--- src/rtl/cpu_pkg.sv ---
// Shared CPU definitions: trap opcodes, preemption FSM states and the OS entry
// vectors that the PC-select logic and this controller must agree on.
package cpu_pkg;
  localparam logic [5:0] OP_IN  = 6'b011101;
  localparam logic [5:0] OP_OUT = 6'b011110;
  localparam logic [5:0] OP_FIM = 6'b011111;

  typedef enum logic [1:0] {KERNEL, RUN, WAIT} state_t;

  // OS routine entry addresses, shared with the CPU's PC mux
  localparam int NUM_OS_VEC = 5;
  localparam logic [NUM_OS_VEC-1:0][31:0] OS_VEC = {32'd236, 32'd180, 32'd160, 32'd92, 32'd73};
endpackage

--- src/rtl/quantum_counter.sv ---
// Loadable up-counter with clear/enable and a terminal-count compare against TC.
module quantum_counter #(
  parameter int CNT_W = 8,
  parameter logic [CNT_W-1:0] TC = 8
) (
  input  logic             clock,
  input  logic             reset,
  input  logic             clr,
  input  logic             load,
  input  logic [CNT_W-1:0] loadVal,
  input  logic             en,
  output logic [CNT_W-1:0] count,
  output logic             tc
);
  always_ff @(posedge clock) begin
    if (!reset)    count <= '0;
    else if (clr)  count <= '0;
    else if (load) count <= loadVal;
    else if (en)   count <= count + 1'b1;
  end

  assign tc = (count == TC);
endmodule

--- src/rtl/quantum_preempt_ctrl.sv ---
// Preemption/trap controller ahead of PC select: quantum expiry, user I/O and
// end-of-process traps, plus the PC the OS save routine must store.
module quantum_preempt_ctrl import cpu_pkg::*; #(
  parameter int         QUANTUM = 8,
  parameter logic [5:0] OP_IN   = cpu_pkg::OP_IN,
  parameter logic [5:0] OP_OUT  = cpu_pkg::OP_OUT,
  parameter logic [5:0] OP_FIM  = cpu_pkg::OP_FIM,
  parameter int         CNT_W   = 8
) (
  input  logic             clock,
  input  logic             reset,
  input  logic [31:0]      pc,
  input  logic [5:0]       opcode,
  input  logic [31:0]      processo_atual,
  input  logic             halt,
  input  logic             ctx_resume,
  output logic             troca_contexto,
  output logic             io_trap,
  output logic             fim_processo,
  output logic [31:0]      pc_salvo,
  output logic [CNT_W-1:0] quantum_restante
);
  localparam logic [CNT_W-1:0] QMAX = CNT_W'(QUANTUM);

  state_t           state, nextState;
  logic [CNT_W-1:0] count;
  logic             tc, kernelPid, evOk, isFim, isIo, anyEv;

  assign kernelPid = (processo_atual == 32'd0);
  assign isFim     = (opcode == OP_FIM);
  assign isIo      = (opcode == OP_IN) || (opcode == OP_OUT);
  // An instruction retires in RUN only when nothing else owns the cycle;
  // reset also masks pulses so a request coinciding with reset is dropped.
  assign evOk      = reset && (state == RUN) && !kernelPid && !ctx_resume && !halt;
  assign anyEv     = troca_contexto || io_trap || fim_processo;

  quantum_counter #(.CNT_W(CNT_W), .TC(QMAX)) uCnt (
    .clock  (clock),
    .reset  (reset),
    .clr    ((state != RUN) || kernelPid || ctx_resume || anyEv),
    .load   (1'b0),
    .loadVal('0),
    .en     (evOk),
    .count  (count),
    .tc     (tc)
  );

  always_ff @(posedge clock) begin
    if (!reset) state <= KERNEL;
    else        state <= nextState;
  end

  always_comb begin
    nextState = state;
    case (state)
      KERNEL: if (ctx_resume && !kernelPid) nextState = RUN;
      RUN: begin
        if (kernelPid)  nextState = KERNEL;
        else if (anyEv) nextState = WAIT;
      end
      WAIT: begin
        if (ctx_resume)     nextState = RUN;
        else if (kernelPid) nextState = KERNEL;
      end
      default: nextState = KERNEL;
    endcase
  end

  always_comb begin
    fim_processo   = evOk && isFim;
    io_trap        = evOk && !isFim && isIo;
    troca_contexto = evOk && !isFim && !isIo && tc;
  end

  always_ff @(posedge clock) begin
    if (!reset)                               pc_salvo <= '0;
    else if (fim_processo || troca_contexto)  pc_salvo <= pc;
    else if (io_trap)                         pc_salvo <= pc + 32'd1;
  end

  assign quantum_restante = (count >= QMAX) ? '0 : QMAX - count;
endmodule

--- config.mk ---
export PLATFORM = sky130hd
export DESIGN_NAME = quantum_preempt_ctrl
export DESIGN_NICKNAME = d
export VERILOG_FILES = /design/src/rtl/cpu_pkg.sv /design/src/rtl/quantum_counter.sv /design/src/rtl/quantum_preempt_ctrl.sv
export SDC_FILE = /design/constraint.sdc
export NUM_CORES = 1
export LEC_CHECK = 0
export ABC_CLOCK_PERIOD_IN_PS = 5000
export CORE_MARGIN = 2
export CORE_UTILIZATION = 47
export DETAILED_ROUTE_END_ITERATION = 7
export GPL_TIMING_DRIVEN = 0
export PLACE_DENSITY_LB_ADDON = 0.1
export SETUP_SLACK_MARGIN = 0.5
export SLEW_MARGIN = 20
export SYNTH_ARGS = -nofsm -noshare
export SYNTH_HDL_FRONTEND = slang
export SYNTH_SLANG_ARGS = --single-unit
export TNS_END_PERCENT = 20
--- constraint.sdc ---
create_clock -name clock -period 5 [get_ports clock]
set_input_delay 1.5 -clock clock [delete_from_list [all_inputs] [get_ports clock]]
set_output_delay 1.5 -clock clock [all_outputs]
set_load 0.01 [all_outputs]
==> results of run 1 <==
## timing repair
item / 4_1_cts / 5_1_grt
endpoints found under the hold margin: 0 / 0
resized for setup: 35 / 21
pin swaps: 12 / 10
setup buffers: 7 / 3
cloned: 0 / 0
endpoints found under the setup margin: 3 / 2
## final cells by class
cell class / instances / share of cell area, %
inverter: 16 / 1.38
timing repair buffer: 122 / 28.0
sequential: 42 / 19.4
buffer: 23 / 2.77
tap: 75 / 2.16
clock inverter: 2 / 0.317
multi-input combinational: 273 / 44.3
clock buffer: 6 / 1.67
## flip-flops by register name, indices dropped and copies added (netlist names)
signal / flops
pc_salvo: 32
state: 2
uCnt.count: 8
## power groups by stage
stage          clock network [W]  logic [W]  registers, W
2_1_floorplan                  0  0.0000357      0.000344
3_3_place_gp                   0   0.000117      0.000344
3_5_place_dp                   0   0.000120      0.000344
4_1_cts                 0.000228   0.000122      0.000336
5_1_grt                 0.000242   0.000136      0.000336
6_report                0.000232   0.000128      0.000336
## synthesized netlist by cell type (all sizes together), types with 2 or more instances
library cell / n / share of area, %
dfxtp: 42 / 30
o21ai: 34 / 6.0
nand3: 24 / 4.2
nor4: 24 / 8.0
nor2: 20 / 2.6
nor3: 17 / 3.0
inv: 16 / 2.1
a31oi: 15 / 3.3
nand2: 15 / 2.0
clkbuf: 13 / 1.7
or4: 11 / 3.0
buf: 10 / 2.5
nand4: 10 / 2.4
and3: 9 / 2.0
o31ai: 9 / 2.4
a211oi: 8 / 2.3
and4: 8 / 2.6
a311oi: 7 / 2.2
or3: 6 / 1.3
a21oi: 5 / 0.88
xor2: 5 / 1.5
and2: 4 / 0.88
o211ai: 4 / 1.5
xnor2: 4 / 1.2
ha: 3 / 1.3
nor2b: 3 / 0.66
o2111ai: 3 / 0.92
a21o: 2 / 0.53
a2bb2oi: 2 / 0.62
nand4b: 2 / 1.1
## metal layers
layer / vias to the layer above / GRT usage, % / wire length [um]
li1: 1638 / - / -
met1: 1591 / 41.1 / 4310
met2: 197 / 44.1 / 4770
met3: 18 / 5.49 / 901
met4: 0 / 9.00 / 117
met5: - / 0 / 0
## worst max-delay path: cells and delay by family
| family | cells | cell delay, ns |
|---|---|---|
| and+or+nand+nor | 3 | 0.54 |
| buffers and inverters | 3 | 0.68 |
| AOI/OAI and AO/OA | 1 | 0.22 |
## path summary, 6_finish.rpt
check	from	endpoint	slack, ns	depth (start not counted)
setup reg to reg	uCnt.count[0]	pc_salvo[30]	2.63	8
hold reg to reg	pc_salvo[27]	pc_salvo[27]	0.51	2
setup / recovery	processo_atual[7]	troca_contexto	0.55	7
hold / removal	pc_salvo[27]	pc_salvo[27]	0.51	2
## logic make-up after synthesis
group	after synthesis	share of synthesized area, %
other cells	1	0.132
flops	42	29.6
mux	1	0.352
simple gates	159	35.7
fa+ha+maj	3	1.32
xor+xnor	9	2.77
buf+inv	39	6.34
compound gates	97	23.8
## per-stage QoR
step	power (W)	instance area, um2	util [%]
after floorplan	0.000380	2850	-
after global placement	0.000461	4070	69.1
after detailed placement	0.000464	4070	69.1
after CTS	0.000686	4240	72.1
after global routing	0.000714	4340	73.7
final	0.000696	4340	73.7
==> out/results.tsv, run 1 <==
stage	metric	value	unit
place	placed_cells	541	
detailed_routing	wl_per_cell	18.1	um
grt	grt_max_degree	14	
cts	ctsHtreeMaxLevel	2	
synth	synth-edff-count	0	
timing	rsz0062_at_grt	no	
synth	yosysWarnings	0	
cts	cts_hold_buf	0	
cts	numCtsBuffers	5	
job	cap_violations	0	
power	p_per_area	160	nW/um2
power	power_switching	0.000194	W
power	seqPwrFrac	48.3	%
detailed_routing	routed_wl	10.1	mm
floorplanning	dieWidth	81.8	um
place	place_hpwl	7.12	mm
synth	synthCells	351	
finish	multi_input_area	1920	um2
timing	setup_viol_count_final	0	
worst_setup_path	cp-end-kind	output pin	
finish	finalNonFillerCells	559	
finish	syn_to_final_growth	52.6	%
power	vdd.ir_drop.worst	0.166	mV
worst_setup_path	startpoint_type	input port	
finish	nets	560	
synth	synth_flop_cell	dfxtp_1	
place	dp_slack	-0.386	ns
detailed_routing	num_vias	3444	
power	p_clk_share	33.3	%
detailed_routing	first_pass_iters	6	
timing	setup_slack	0.552	ns
grt	grt_pass1_vias	3054	
detailed_routing	drt_iter0_markers	314	
power	p_leak	1.59	nW
synth	ys_types	57	
worst_setup_path	crit_type	input port to output pin	
worst_setup_path	worst_ep_required_time	3.50	ns
power	swShare	27.9	%
timing	timing.final.hold_violations	0	
detailed_routing	ant_nets	0	
detailed_routing	drc_errors	0	
timing	tns	0	ns
detailed_routing	vias_per_cell	6.16	
timing	tightest_slew	0.758	ns
timing	hold_ws	0.505	ns
floorplanning	io_pins	117	
worst_setup_path	path_max_fanout	2	
worst_setup_path	crit_chain	clkdlybuf4s50_1 > nor4_2 > nand4_1 > o21ai_4 > buf_6 > nor2_1 > buf_2	
synth	yosys_register_bits	42	
min_path	worst_hold_path_type	register to register	
cts	clk_path_buf_depth	2	
finish	final_cell_mix	82 x clkdlybuf4s50_1, 42 x dfxtp_1, 33 x o21ai_0	
cts	cts_tree	done	
run_status	status	completed	
place	io_buffers	112	
synth	synth-async-reset-ratio	0	%
timing	period_needed	4.45	ns
worst_setup_path	slowest_stage	clkdlybuf4s50_1	
power	combinationalPowerShare	18.4	%
synth	seq_area_frac_synth	29.6	%
cts	clock_sinks	42	
timing	clock_skew	0.0100	ns
cts	clk_latency	0.31	ns
timing	fmax	225	MHz
finish	n_antenna_cell	0	
synth	synth_area	2840	um2
floorplanning	rows	28	
grt	grt_pass1_wl	15.0	mm
place	place.gp.congestion	0.923	
grt	overflow	0	
finish	drive_gt1_share	11.8	%
worst_setup_path	cp_data_arrival_time	2.95	ns
timing	timing.final.crit_share	89.0	%
finish	fillCellCount	456	
finish	final_common_cell	clkdlybuf4s50_1	
timing	max-slew-margin-rel	49.0	%
floorplanning	dieArea	6690	um2
worst_setup_path	cp_slowest_stage_delay	0.42	ns
power	p_int	0.000501	W
timing	drv_slew	0	
finish	register_area	841	um2
synth	post_synth.cell_area_avg	8.10	um2
floorplanning	die_h	81.8	um
floorplanning	core	5890	um2
floorplanning	start_util	48.3	%
grt	antenna_found_initial	0	
grt	track_usage	28.9	%
cts	path_clk_slew	0.09	ns
cts	cts_root_buf	clkbuf_8	
No activity file was read; power rests on OpenSTA's default activity.
==> run 2: changes to the inputs <==
CORE_UTILIZATION = 48   (was 47)
CTS_BUF_LIST = sky130_fd_sc_hd__clkbuf_8   (was default)
GPL_ROUTABILITY_DRIVEN = 0   (was default)
==> run 2 against run 1 <==
Die area down 2.0%. Sequential share of layout area fell by 0.23 points. Via count increased by 1.7%. Hold slack lost 0.0082 ns. Non-clock buffer count unchanged. Clock-buffer cell count is 1 lower. Power is 1.4% lower. Sequential power about the same. Register-to-register slack lost 0.04 ns. Setup slack worse by 0.075 ns. Final area is 1.2% higher. Flip-flop and latch count did not move. Largest cell class unchanged.
==> out/results.tsv, run 2 (synthesis gave the netlist of run 1 again) <==
stage	metric	value	unit	change
grt	grt_pass1_vias	3226		+5.6%
timing	period_needed	4.52	ns	+0.0753 ns
worst_setup_path	cp_data_arrival_time	3.02	ns	+0.07 ns
cts	clk_path_buf_depth	2		unchanged
worst_setup_path	worst_ep_required_time	3.50	ns	about the same
finish	final_common_cell	clkdlybuf4s50_1		
finish	drive_gt1_share	11.8	%	unchanged
worst_setup_path	worst-r2r-cell-count	8		unchanged
worst_setup_path	crit_type	input port to output pin		
detailed_routing	drt_iter0_markers	206		-34%
power	p_leak	1.67	nW	+4.9%
cts	cts_hold_buf	0		unchanged
job	cap_violations	0		unchanged
floorplanning	dieArea	6550	um2	-2.0%
cts	cts_tree	done		
grt	overflow	0		unchanged
cts	ctsHtreeMaxLevel	2		unchanged
finish	max_flop_register	pc_salvo		
finish	top_regs	pc_salvo (32), uCnt.count (8), state (2)		
worst_setup_path	startpoint	processo_atual[17]		
timing	drv_slew	0		unchanged
worst_setup_path	rrSetupSlack	2.59	ns	-0.04 ns
worst_setup_path	regToRegStartpoint	uCnt.count[0]		
finish	nets	560		unchanged
detailed_routing	drc_errors	0		unchanged
grt	antenna_found_initial	0		unchanged
floorplanning	die_h	81.0	um	-1.0%
finish	final_util	75.5	%	+1.8 points
power	vdd.ir_drop.worst	0.0971	mV	-42%
cts	path_clk_slew	0.08	ns	about the same
run_status	status	completed		
timing	setup_viol_count_final	0		unchanged
detailed_routing	num_vias	3502		+1.7%
place	place_hpwl	6.99	mm	-1.9%
grt	track_usage	28.7	%	-0.24 points
finish	largest_register_ffs	32		unchanged
min_path	min-delay-start	pc_salvo[27]		
min_path	worst_hold_path_type	register to register		
timing	fmax	221	MHz	-1.7%
timing	clock_skew	0.00624	ns	-0.00377 ns
cts	clk_latency	0.29	ns	-0.02 ns
floorplanning	dieWidth	81.0	um	-1.0%
place	io_buffers	112		unchanged
worst_setup_path	r2r-end	pc_salvo[29]		
finish	syn_to_final_growth	54.4	%	
floorplanning	io_pins	117		unchanged
cts	clock_sinks	42		unchanged
detailed_routing	routed_wl	9.71	mm	-3.9%
timing	timing.final.crit_share	90.5	%	+1.5 points
detailed_routing	wl_per_cell	17.4	um	-3.9%
worst_setup_path	cp-end-kind	output pin		
cts	numCtsBuffers	5		unchanged
detailed_routing	ant_nets	0		unchanged
grt	grt_pass1_wl	14.8	mm	-1.2%
worst_setup_path	startpoint_type	input port		
floorplanning	core	5820	um2	-1.2%
floorplanning	rows	28		unchanged
timing	timing.final.hold_violations	0		unchanged
finish	final_cell_mix	83 x clkdlybuf4s50_1, 42 x dfxtp_1, 33 x o21ai_0		
finish	n_antenna_cell	0		unchanged
cts	cts_root_buf	clkbuf_8		
worst_setup_path	path_max_fanout	2		unchanged
detailed_routing	vias_per_cell	6.26		+1.7%
timing	rsz0062_at_grt	yes		
timing	max-slew-margin-rel	52.7	%	+3.6 points
detailed_routing	first_pass_iters	5		-1
floorplanning	start_util	48.9	%	+0.58 points
timing	tns	0	ns	unchanged
worst_setup_path	crit_end	fim_processo		
power	p_per_area	156	nW/um2	-2.5%
grt	grt_max_degree	14		unchanged
timing	tightest_slew	0.704	ns	-0.0542 ns
## run 2: changes by cell type in the layout (fill, tap and decap cells not counted)
| cell | before | now |
|---|---|---|
| dlygate4sd2_1 | 11 | 2 |
| nor3_2 | 1 | 0 |
| nor3_4 | 0 | 1 |
| buf_6 | 3 | 2 |
| clkdlybuf4s50_1 | 82 | 83 |
| nor4_4 | 6 | 8 |
| nor4_2 | 5 | 3 |
| dlymetal6s2s_1 | 16 | 24 |
| clkbuf_1 | 14 | 13 |
| inv_1 | 16 | 17 |
| buf_4 | 14 | 15 |
## run 2: final cells by class
class                   instances  area [um2]
clock inverters                 3        17.5
repair buffers                122        1240
clock buffers                   5        68.8
plain buffers                  23         120
multi-input cells             273        1950
inverters                      16        60.1
flip-flops and latches         42         841
well taps                      75        93.8
fillers                       460        1430
## run 2: power by group
part | internal [W] | switching (W) | leakage (nW)
combinational | 0.0000691 | 0.0000611 | 1.29
sequential | 0.000335 | 0.000000832 | 0.338
clock | 0.0000967 | 0.000123 | 0.0493
## run 2: worst min-delay path by stage
stage	endpoint	slack [ns]	cells after the start
after floorplan	uCnt.count[6]	0.50	2
after global placement	pc_salvo[27]	0.49	2
after detailed placement	pc_salvo[27]	0.49	2
after CTS	pc_salvo[27]	0.50	2
after global routing	pc_salvo[27]	0.54	2
final	pc_salvo[27]	0.50	2
## run 2: worst max-delay path: stages
cell and delay, ns:
clkdlybuf4s50_1 0.46, nor4_4 0.19, nand4_1 0.30, o21ai_4 0.26, buf_6 0.14, nor3_4 0.04, buf_2 0.14
## run 2: per-stage QoR
stage / hold slack, ns / instance area (um2) / setup slack [ns] / total power [W] / instances
floorplan: 0.498 / 2850 / 0.760 / 0.000380 / 354
global placement: 0.492 / 4070 / -0.350 / 0.000461 / 541
detailed placement: 0.490 / 4070 / -0.327 / 0.000463 / 541
CTS: 0.502 / 4240 / 0.449 / 0.000682 / 555
global route: 0.544 / 4390 / 0.407 / 0.000713 / 559
finish: 0.497 / 4390 / 0.477 / 0.000686 / 559
## run 2: per-layer routing
metal / part of all wire (%) / vias up / global-route usage (%)
met1: 39 / 1606 / 32.9
met2: 49 / 210 / 49.9
met4: 3.7 / 0 / 14.9
li1: - / 1639 / -
met5: 0 / - / 0
met3: 7.8 / 47 / 6.11
## run 2: timing repair
| action | CTS | global route |
|---|---|---|
| setup endpoints to repair | 3 | 3 |
| pin swaps | 6 | 13 |
| resized for setup | 25 | 32 |
| buffers inserted | 6 | 4 |
==> run 3: changes to the inputs <==
CORE_ASPECT_RATIO = 2   (was default)
CORE_MARGIN = default   (was 2)
==> run 3 against run 2 <==
Setup slack better by 0.021 ns. Cell count is 1.6% lower. Fmax increased by 0.46%. Clock skew grew 0.0062 ns. Sequential share of layout area shrank 0.17 points. Largest cell class unchanged. Final area up 0.91%.
==> out/results.tsv, run 3 (synthesis gave the netlist of run 1 again) <==
stage	metric	value	unit	change
job	cap_violations	0		unchanged
grt	grt_pass1_wl	16.0	mm	+8.2%
cts	numCtsBuffers	5		unchanged
timing	clock_skew	0.0125	ns	+0.00622 ns
detailed_routing	drt_iter0_markers	173		-16%
timing	max-slew-margin-rel	55.0	%	+2.3 points
cts	path_clk_slew	0.08	ns	about the same
worst_setup_path	cp-end-kind	output pin		
grt	overflow	0		unchanged
worst_setup_path	regToRegStartpoint	uCnt.count[0]		
cts	clk_latency	0.31	ns	+0.02 ns
place	place_hpwl	7.59	mm	+8.6%
min_path	min-delay-start	pc_salvo[2]		
detailed_routing	ant_nets	0		unchanged
grt	grt_pass1_vias	3421		+6.0%
floorplanning	start_util	49.8	%	+0.91 points
detailed_routing	first_pass_iters	5		unchanged
worst_setup_path	path_max_fanout	5		+3
detailed_routing	routed_wl	10.7	mm	+10%
worst_setup_path	worst_ep_required_time	3.50	ns	about the same
worst_setup_path	crit_type	input port to output pin		
timing	tightest_slew	0.670	ns	-0.0341 ns
worst_setup_path	r2r-end	pc_salvo[30]		
place	io_buffers	112		unchanged
finish	final_common_cell	clkdlybuf4s50_1		
worst_setup_path	cp_data_arrival_time	3.00	ns	-0.02 ns
detailed_routing	drc_errors	0		unchanged
floorplanning	core	5710	um2	-1.8%
timing	rsz0062_at_grt	no		
timing	timing.final.crit_share	90.1	%	-0.41 points
timing	tns	0	ns	unchanged
detailed_routing	vias_per_cell	6.63		+5.8%
grt	grt_max_degree	16		+2
worst_setup_path	rrSetupSlack	2.57	ns	-0.02 ns
finish	final_cell_mix	79 x clkdlybuf4s50_1, 42 x dfxtp_1, 33 x o21ai_0		
finish	final_util	77.6	%	+2.1 points
finish	nets	565		+0.89%
detailed_routing	num_vias	3645		+4.1%
cts	ctsHtreeMaxLevel	2		unchanged
grt	track_usage	32.4	%	+3.7 points
timing	drv_slew	0		unchanged
worst_setup_path	cp_slowest_stage_delay	0.51	ns	+0.05 ns
finish	syn_to_final_growth	55.8	%	
finish	n_antenna_cell	0		unchanged
worst_setup_path	slowest_stage	clkdlybuf4s50_1		
timing	period_needed	4.50	ns	-0.0207 ns
finish	largest_register_ffs	32		unchanged
floorplanning	die_h	111	um	+37%
floorplanning	dieWidth	56.4	um	-30%
finish	drive_gt1_share	12.9	%	+1.1 points
worst_setup_path	path_buf_inv	3		unchanged
place	place_area	4050	um2	-0.43%
worst_setup_path	startpoint_type	input port		
worst_setup_path	worst-r2r-cell-count	8		unchanged
worst_setup_path	crit_family	buffers and inverters		
floorplanning	dieArea	6250	um2	-4.6%
min_path	min_to	pc_salvo[2]		
power	p_leak	1.72	nW	+2.9%
detailed_routing	wl_per_cell	19.4	um	+12%
finish	fin_area	4430	um2	+0.91%
floorplanning	io_pins	117		unchanged
finish	max_flop_register	pc_salvo		
run_status	status	completed		
power	p_per_area	160	nW/um2	+2.2%
timing	fmax	222	MHz	+0.46%
cts	cts_root_buf	clkbuf_8		
timing	setup_viol_count_final	0		unchanged
floorplanning	rows	39		+39%
grt	antenna_found_initial	0		unchanged
power	total_power	0.000708	W	+3.2%
min_path	min_path_cells	2		unchanged
worst_setup_path	crit_chain	clkdlybuf4s50_1 > nor4_4 > buf_4 > and4_4 > a2111oi_4 > buf_2		
power	vdd.ir_drop.worst	0.171	mV	+76%
finish	top_regs	pc_salvo (32), uCnt.count (8), state (2)		
cts	cts_tree	done		
cts	clock_sinks	42		unchanged
cts	clk_path_buf_depth	2		unchanged
min_path	worst_hold_path_type	register to register		
timing	timing.final.hold_violations	0		unchanged
[run 3: timing repair]
item	CTS	global route
endpoints found under the hold margin	0	0
setup endpoints to repair	3	3
hold buffers	0	0
setup buffers	8	7
gates resized for setup	26	35
pin swaps	7	13
[run 3: per-stage QoR]
stage	hold slack, ns	std cells	setup slack [ns]
after global placement	0.500	527	-0.388
after CTS	0.504	543	0.460
after detailed placement	0.493	527	-0.411
after floorplan	0.498	354	0.760
after global routing	0.535	550	0.464
final	0.504	550	0.497
[run 3: report_power, final]
| group | leakage, nW | switching, W | internal (W) | total, W |
|---|---|---|---|---|
| combinational | 1.34 | 0.0000642 | 0.0000698 | 0.000134 |
| sequential | 0.338 | 0.000000734 | 0.000335 | 0.000336 |
| clock | 0.0447 | 0.000137 | 0.000101 | 0.000238 |
| total | 1.72 | 0.000202 | 0.000506 | 0.000708 |
[run 3: how the worst max path moves through the flow]
| stage | from | endpoint | slack, ns | cells after the start |
|---|---|---|---|---|
| finish | processo_atual[1] | io_trap | 0.50 | 6 |
| global route | processo_atual[17] | fim_processo | 0.46 | 7 |
| CTS | processo_atual[10] | fim_processo | 0.46 | 8 |
| detailed placement | processo_atual[5] | fim_processo | -0.41 | 6 |
| global placement | reset | io_trap | -0.39 | 5 |
| floorplan | ctx_resume | io_trap | 0.76 | 3 |
[run 3: worst reg2reg max path, delay by kind of cell (launching register included)]
family                     cells  cell delay (ns)
AOI/OAI and AO/OA              4             0.94
DFF                            1             0.35
and+or+nand+nor                1             0.25
buffers and inverters          2             0.61
adders and majority gates      1             0.22
[run 3: metal layers]
| metal | GRT usage, % | share of wire (%) |
|---|---|---|
| met1 | 30.9 | 34 |
| met2 | 59.8 | 54 |
| met3 | 5.95 | 6.5 |
| met4 | 22.1 | 5.3 |
| met5 | 0 | 0 |
[run 3: final cells by class]
type / instances / area [um2]
clock inverters: 3 / 25.0
inverters: 16 / 60.1
clock buffers: 5 / 68.8
well taps: 61 / 76.3
repair buffers: 127 / 1290
plain buffers: 23 / 120
fillers: 416 / 1280
multi-input cells: 273 / 1950
flip-flops and latches: 42 / 841
